[config.mk]
export PLATFORM = sky130hd
export DESIGN_NAME = rr_arbiter_8
export DESIGN_NICKNAME = d
export VERILOG_FILES = /design/src/rtl/rr_arbiter_8_pkg.sv /design/src/rtl/rr_arbiter_8_pick8.sv /design/src/rtl/rr_arbiter_8.sv
export SDC_FILE = /design/constraint.sdc
export NUM_CORES = 1
export LEC_CHECK = 0
export BUFFER_PORTS_ARGS = -buffer_cell sky130_fd_sc_hd__buf_2
export CORE_MARGIN = 2
export CORE_UTILIZATION = 60
export CTS_BUF_LIST = sky130_fd_sc_hd__clkbuf_8
export DETAILED_ROUTE_END_ITERATION = 8
export PLACE_DENSITY = 0.83
export SLEW_MARGIN = 20
export SYNTH_ARGS = -nofsm -noshare
export SYNTH_HDL_FRONTEND = slang
export SYNTH_SLANG_ARGS = --single-unit
export TNS_END_PERCENT = 5
[constraint.sdc]
create_clock -name clk -period 4.9 [get_ports clk]
set_clock_uncertainty 0.15 [all_clocks]
set_input_delay 0.98 -clock clk [delete_from_list [all_inputs] [get_ports clk]]
set_output_delay 0.98 -clock clk [all_outputs]
set_load 0.05 [all_outputs]
[src/rtl/rr_arbiter_8_pkg.sv]
// Shared types and constants for the 8-requester round-robin arbiter.
// The pick unit and the controlling FSM both import this package.
package rr_arbiter_8_pkg;

  localparam int N_REQ = 8;
  localparam int IDX_W = 3;

  typedef enum logic [1:0] {
    ST_IDLE  = 2'd0,
    ST_GRANT = 2'd1,
    ST_GAP   = 2'd2
  } state_t;

  function automatic logic [N_REQ-1:0] idx_to_onehot(input logic [IDX_W-1:0] idx);
    return N_REQ'(1) << idx;
  endfunction

endpackage

[src/rtl/rr_arbiter_8_pick8.sv]
// Combinational round-robin pick: first requester after ptr, wrapping 7 -> 0.
// Rotates req so position 0 is ptr+1, priority-encodes, then un-rotates.
module rr_pick8
  import rr_arbiter_8_pkg::*;
(
  input  logic [N_REQ-1:0] req,
  input  logic [IDX_W-1:0] ptr,
  output logic             found,
  output logic [IDX_W-1:0] idx
);

  logic [IDX_W:0]   shamt;
  logic [N_REQ-1:0] rot;
  logic [IDX_W-1:0] off;

  // Shift amount is 1..8, so the doubled vector always yields a full rotation.
  assign shamt = {1'b0, ptr} + (IDX_W+1)'(1);
  assign rot   = N_REQ'({req, req} >> shamt);

  always_comb begin
    found = 1'b0;
    off   = '0;
    // Descending scan: the last hit written is the lowest offset.
    for (int i = N_REQ - 1; i >= 0; i--) begin
      if (rot[i]) begin
        found = 1'b1;
        off   = IDX_W'(i);
      end
    end
  end

  assign idx = ptr + off + IDX_W'(1);

endmodule

[src/rtl/rr_arbiter_8.sv]
// 8-requester round-robin arbiter with hold-while-requested grants,
// a one-cycle dead gap between owners, and a hold timeout.
module rr_arbiter_8
  import rr_arbiter_8_pkg::*;
#(
  parameter int HOLD_MAX = 16,
  parameter int CNT_W    = 8
) (
  input  logic             clk,
  input  logic             rst,
  input  logic [N_REQ-1:0] req,
  output logic [N_REQ-1:0] gnt,
  output logic [IDX_W-1:0] gnt_idx,
  output logic             gnt_valid,
  output logic             timeout
);

  state_t           state_q, state_d;
  logic [IDX_W-1:0] ptr_q, ptr_d;
  logic [CNT_W-1:0] cnt_q, cnt_d;
  logic [N_REQ-1:0] gnt_d;
  logic [IDX_W-1:0] gnt_idx_d;
  logic             gnt_valid_d;
  logic             timeout_d;

  logic             pick_found;
  logic [IDX_W-1:0] pick_idx;
  logic             owner_req;
  logic             others_pending;
  logic             hold_done;

  rr_pick8 u_pick (
    .req   (req),
    .ptr   (ptr_q),
    .found (pick_found),
    .idx   (pick_idx)
  );

  // In GRANT, gnt is the owner's one-hot, so masking with it isolates the rest.
  assign owner_req      = req[gnt_idx];
  assign others_pending = |(req & ~gnt);
  assign hold_done      = (cnt_q >= CNT_W'(HOLD_MAX));

  always_comb begin
    // NOTE: every next-state value gets a default first so no branch infers a latch.
    state_d     = state_q;
    ptr_d       = ptr_q;
    cnt_d       = cnt_q;
    gnt_d       = gnt;
    gnt_idx_d   = gnt_idx;
    gnt_valid_d = gnt_valid;
    timeout_d   = 1'b0;

    unique case (state_q)
      ST_IDLE, ST_GAP: begin
        if (pick_found) begin
          state_d     = ST_GRANT;
          ptr_d       = pick_idx;
          cnt_d       = CNT_W'(1);
          gnt_d       = idx_to_onehot(pick_idx);
          gnt_idx_d   = pick_idx;
          gnt_valid_d = 1'b1;
        end else begin
          state_d = ST_IDLE;
        end
      end

      ST_GRANT: begin
        if (!owner_req || (hold_done && others_pending)) begin
          state_d     = ST_GAP;
          cnt_d       = '0;
          gnt_d       = '0;
          gnt_valid_d = 1'b0;
          // An owner that releases on its own never counts as a forced release.
          timeout_d   = owner_req;
        end else if (!hold_done) begin
          cnt_d = cnt_q + CNT_W'(1);
        end
      end

      default: begin
        state_d     = ST_IDLE;
        cnt_d       = '0;
        gnt_d       = '0;
        gnt_valid_d = 1'b0;
      end
    endcase
  end

  always_ff @(posedge clk) begin
    // NOTE: registers update with non-blocking assignments so every flop samples pre-edge values.
    if (rst) begin
      state_q   <= ST_IDLE;
      ptr_q     <= IDX_W'(N_REQ - 1);
      cnt_q     <= '0;
      gnt       <= '0;
      gnt_idx   <= '0;
      gnt_valid <= 1'b0;
      timeout   <= 1'b0;
    end else begin
      state_q   <= state_d;
      ptr_q     <= ptr_d;
      cnt_q     <= cnt_d;
      gnt       <= gnt_d;
      gnt_idx   <= gnt_idx_d;
      gnt_valid <= gnt_valid_d;
      timeout   <= timeout_d;
    end
  end

endmodule
Word level (Yosys, flattened, before mapping)
Cells that the tools add are included.
{ "totals": {"ff_bits": 26, "in_bits": 10, "out_inout_bits": 13, "word_cells": 65} }
{ "classes": {"n_addsub": 4, "n_lt_le_gt_ge": 2, "eq_ne": 5, "shifts": 2, "muxes": 31, "n_bitwise": 4, "reduce_logical": 10} }
{ "op_table": {"columns": ["operator", "count"], "rows": [
  ["$mux 8", 5],
  ["$pmux 8 s2", 2],
  ["$mux 3", 8],
  ["$shr 16x4->8", 1],
  ["$mux 1", 12],
  ["$add 8x1->8 const B", 1],
  ["$and 8x8->8", 1],
  ["$ge 8x5->1 const B", 1],
  ["$not 8->8", 1],
  ["$reduce_or 8->1", 1],
  ["$shl 1x3->8 const A", 1],
  ["$reduce_and 2->1", 3],
  ["$add 3x1->4 const B", 1],
  ["$lt 3x4->1 const B", 1],
  ["$ne 2x2->1 const B", 2],
  ["$pmux 2 s2", 1],
  ["$add 3x1->3 const B", 1],
  ["$add 3x3->3", 1],
  ["$bmux 1 s3", 1],
  ["$ne 3x3->1 const B", 1],
  ["$reduce_or 3->1", 1],
  ["$eq 2x1->1 const B", 1],
  ["$eq 2x2->1 const B", 1],
  ["$logic_not 2->1", 1],
  ["other kinds (7)", 8]
]} }

Longest topological paths before layout
{ "logic_depth": {"depth_word": 15, "depth_mapped": 13} }

Hierarchy
From an unflattened synthesis, not the netlist that was laid out.
{ "unflattened": {"hier_cells": 224, "hier_area_um2": 1896.8} }
{ "by_module_without_submodules": {"columns": ["module", "instances", "cells_per_inst", "area_per_inst_um2", "seq_area_each_um2"], "rows": [
  ["rr_arbiter_8", 1, 128, 1156.1, 520.5],
  ["rr_pick8", 1, 96, 740.7, 0.0]
]} }

Worst setup path before layout
OpenSTA, ideal clock, no wires.
{ "synth_timing": {"path_kind": "input to register", "startpoint": "input port req[2]", "endpoint": "register gnt[1]", "setup_time_ns": 0.117, "t_arrival_ns": 3.248, "required_time_ns": 4.633, "setup_slack_ns": 1.385, "stages": 11, "n_path_buf": 0, "path_cell_list": "mux4_2 > inv_1 > a211oi_1 > o21bai_1 > a21oi_1 > o32a_1 > ha_1 > fa_1 > inv_1 > xnor2_2 > a32o_1"} }
{ "synth_via": {"elab_chain_len": 14, "word_cells_on_any_way": 32, "classes_between": "add/sub (2); eq/ne (2); shift (2); mux (20); bitwise (1); reduce/logical (5)"} }
{ "synth_lines": {"columns": ["element", "line", "rtl"], "rows": [
  ["start: declaration", "rr_arbiter_8.sv:11", "input logic [N_REQ-1:0] req,"],
  ["$shr 16x4->8", "rr_arbiter_8_pick8.sv:18", "assign rot = N_REQ'({req, req} >> shamt);"],
  ["$mux 3 (8 in series)", "rr_arbiter_8_pick8.sv:25", "if (rot[i]) begin"],
  ["$add 3x3->3", "rr_arbiter_8_pick8.sv:32", "assign idx = ptr + off + IDX_W'(1);"],
  ["$add 3x1->3", "rr_arbiter_8_pick8.sv:32", null],
  ["$shl 1x3->8", "rr_arbiter_8_pkg.sv:15", "return N_REQ'(1) << idx;"],
  ["$mux 8", "rr_arbiter_8.sv:56", "if (pick_found) begin"],
  ["$pmux 8 s2", "rr_arbiter_8.sv:54", "unique case (state_q)"],
  ["end signal: assignment", "rr_arbiter_8.sv:104", "gnt <= gnt_d;"],
  ["end: declaration", "rr_arbiter_8.sv:12", "output logic [N_REQ-1:0] gnt,"]
]} }
Several ways; a longest one is shown, not always the timed one. The select of a mux whose other input is x is not followed.
A chain may end at the register's enable or synchronous reset.

Worst setup path after layout
Same ends and word-level chain as after synthesis.

==> impl_metrics.json <==
{
  "place.port_buffers": 22,
  "grt_pass1_wl_um": 6134,
  "grt_pass1_vias": 1316,
  "drive_gt1_share_pct": 22.99,
  "die_x_um": 55.22,
  "combPwrFrac_pct": 60.2,
  "num_antenna_cells": 0,
  "crit_required_ps": 4920,
  "grt-ovfl-total": 0,
  "die_y_um": 55.22,
  "ys_types": 43,
  "dieArea_um2": 3049,
  "ys.flop_type": "dfxtp_1",
  "crit_fanout": 6,
  "path_clk_slew_ps": 80,
  "vias": 1410,
  "final_nets": 202,
  "worst_pin_slew_ps": 911.0,
  "synth.most_common_cell": "dfxtp_1",
  "slew_viol_final": 0,
  "cp-end-kind": "flip-flop",
  "rr_worst_depth": 11,
  "avgViaCountPerCell": 6.498,
  "final_core_util_pct": 70.05,
  "dpl.hpwl_um": 2760,
  "critical_path_buf_inv_count": 3,
  "pwr-share-clk_pct": 11.3,
  "io_pins": 23,
  "ant_nets": 0,
  "clock_latency_ps": 280,
  "drc_errors": 0,
  "synthArstFlopShare_pct": 0,
  "core_area_um2": 2477,
  "holdBufCountCts": 0,
  "cpMostUsedCell": "inv_1",
  "yosysTopAreaCellShare_pct": 33.07,
  "yosysTopAreaCell": "dfxtp_1",
  "start_util_pct": 63.54,
  "ys_top_cells_by_count": "dfxtp_1 (26), nor2_1 (16), inv_1 (15)",
  "syn2layout_area_growth_pct": 10.25,
  "power_leakage_nw": 0.6945,
  "path_cells": "buf_2 -> mux4_2 -> inv_1 -> a211oi_1 -> o21bai_1 -> a21oi_1 -> o32a_1 -> ha_1 -> fa_1 -> inv_1 -> xnor2_2 -> a32o_1",
  "netlist_area_um2": 1574,
  "fmax_ghz": 0.2799,
  "p_int_mw": 0.6221,
  "drv_cap": 0,
  "synthTopCellsByArea": "dfxtp_1 (33%), mux4_2 (14%), a32o_1 (5.1%), nor2_1 (3.8%), inv_1 (3.6%)",
  "yosysWarningCount": 0,
  "wl_um": 3676,
  "relSlewSlack_pct": 38.71,
  "powerDensity_nw_per_um2": 707.9,
  "fin_crit_sh_pct": 72.91,
  "synth_seq_area_share_pct": 33.07,
  "rsz0062_at_grt": "no",
  "power_switching_mw": 0.6064,
  "slowest_stage": "mux4_2",
  "ir_worst_vdd_mv": 0.5104,
  "cts_setup_buffers": 0,
  "critPathTopFamily": "compound AO/OA/AOI/OAI gates",
  "wl_per_cell_um": 16.94,
  "synth-edff-count": 0,
  "finalSetupViolCount": 0,
  "fin_ws_ps": 1328,
  "clock_sinks": 26,
  "crit_type": "input port to flip-flop",
  "dp_slack_ps": 1059,
  "drt_pass1_iterations": 4,
  "hold_ws_ps": 315.3,
  "synthesis.nets": 183,
  "cts_htree_levels": 1,
  "clock_path_buffers": 2,
  "synth.avg_cell_area_um2": 9.314,
  "crit_path_start_kind": "input port",
  "sw_frac_of_total_pct": 49.36,
  "drt_iter0_drc": 68,
  "std_cell_rows": 18,
  "antenna_found_initial": 0,
  "ctsResizeCount": 0,
  "nFillCells": 203,
  "min_period_ps": 3572,
  "cts-root-buf": "clkbuf_8",
  "cp.arrival_ps": 3590,
  "status": "completed",
  "path_depth": 12,
  "grt_max_degree": 18,
  "holdCritPathClass": "flip-flop to flip-flop",
  "place_congestion": 0.8635,
  "synth_seq_cells": 26,
  "hold_viol_final": 0,
  "grtUsageTotal_pct": 24.64,
  "syn_inst": 169,
  "fin_tns_setup_ps": 0,
  "seq_power_share_pct": 28.4,
  "cts_buffers": 3,
  "holdPathStages": 1,
  "tritoncts": "built",
  "cpPeakStageDelay_ps": 500,
  "finalPower_mw": 1.229
}
==> state kept, by name (all words and copies together), names as in the netlist <==
| name | flops |
|---|---|
| cnt_q | 8 |
| gnt | 8 |
| gnt_idx | 3 |
| ptr_q | 3 |
| state_q | 2 |
| gnt_valid | 1 |
| timeout | 1 |
==> through the flow <==
stage	instances	area [um^2]
6_report	217	1735
2_1_floorplan	169	1574
3_5_place_dp	213	1680
4_1_cts	217	1735
5_1_grt	217	1735
3_3_place_gp	213	1680
==> path summary, 6_finish.rpt <==
check             slack (ps)   endpoint      start
setup / recovery        1330     gnt[1]     req[2]
hold / removal           320  gnt_valid  gnt_valid
hold reg to reg          320  gnt_valid  gnt_valid
setup reg to reg        1390     gnt[1]   ptr_q[0]
==> cell type report <==
type | instances | area, um^2 | area share [%]
multi-input cells | 120 | 955.9 | 55.08
flip-flops and latches | 26 | 520.5 | 29.99
repair buffers | 22 | 110.1 | 6.345
inverters | 15 | 56.30 | 3.244
clock buffers | 4 | 55.05 | 3.172
well taps | 30 | 37.54 | 2.163
==> layout by cell type (no fill, tap or decap), types with 4 or more instances in the layout <==
| cell type | synthesis | final |
|---|---|---|
| buf_2 | 3 | 22 |
| a32o_1 | 8 | 8 |
| o21bai_1 | 5 | 5 |
| nor2_1 | 16 | 16 |
| and2_1 | 4 | 4 |
| dfxtp_1 | 26 | 26 |
| mux4_2 | 10 | 10 |
| a21oi_1 | 9 | 9 |
| nor3_1 | 7 | 7 |
| clkbuf_8 | 0 | 4 |
| nor2b_1 | 4 | 4 |
| o21ai_0 | 6 | 6 |
| nand3_1 | 4 | 4 |
| nand2_1 | 8 | 8 |
| inv_1 | 15 | 15 |
==> cell families (layout without fill, tap and decap cells) <==
kind of cell | count (synthesis) | in the layout | share of synthesized area, %
AOI/OAI and AO/OA | 45 | 45 | 20.83
xor gates and xnor gates | 2 | 2 | 2.067
adders and majority gates | 5 | 5 | 4.372
buffers and inverters | 23 | 41 | 6.199
DFF | 26 | 26 | 33.07
muxes | 11 | 11 | 14.94
and+or+nand+nor | 57 | 57 | 18.52
==> power by group through the flow <==
| stage | combinational (mW) | sequential [mW] | clock, mW |
|---|---|---|---|
| 5_1_grt | 0.791 | 0.358 | 0.147 |
| 6_report | 0.740 | 0.349 | 0.139 |
| 3_5_place_dp | 0.729 | 0.353 | 0 |
| 2_1_floorplan | 0.502 | 0.433 | 0 |
| 4_1_cts | 0.734 | 0.348 | 0.141 |
| 3_3_place_gp | 0.709 | 0.350 | 0 |
==> metal layers <==
| metal | part of all wire [%] | global-route usage, % | routed length (um) | vias up |
|---|---|---|---|---|
| met5 | 0 | 0 | 0 | - |
| met3 | 4.8 | 5.621 | 177 | 9 |
| met2 | 51 | 41.67 | 1861 | 45 |
| met1 | 43 | 30.62 | 1570 | 687 |
| li1 | - | - | - | 669 |
| met4 | 1.8 | 9.059 | 66 | 0 |
Power figures use the tool's default switching activity.
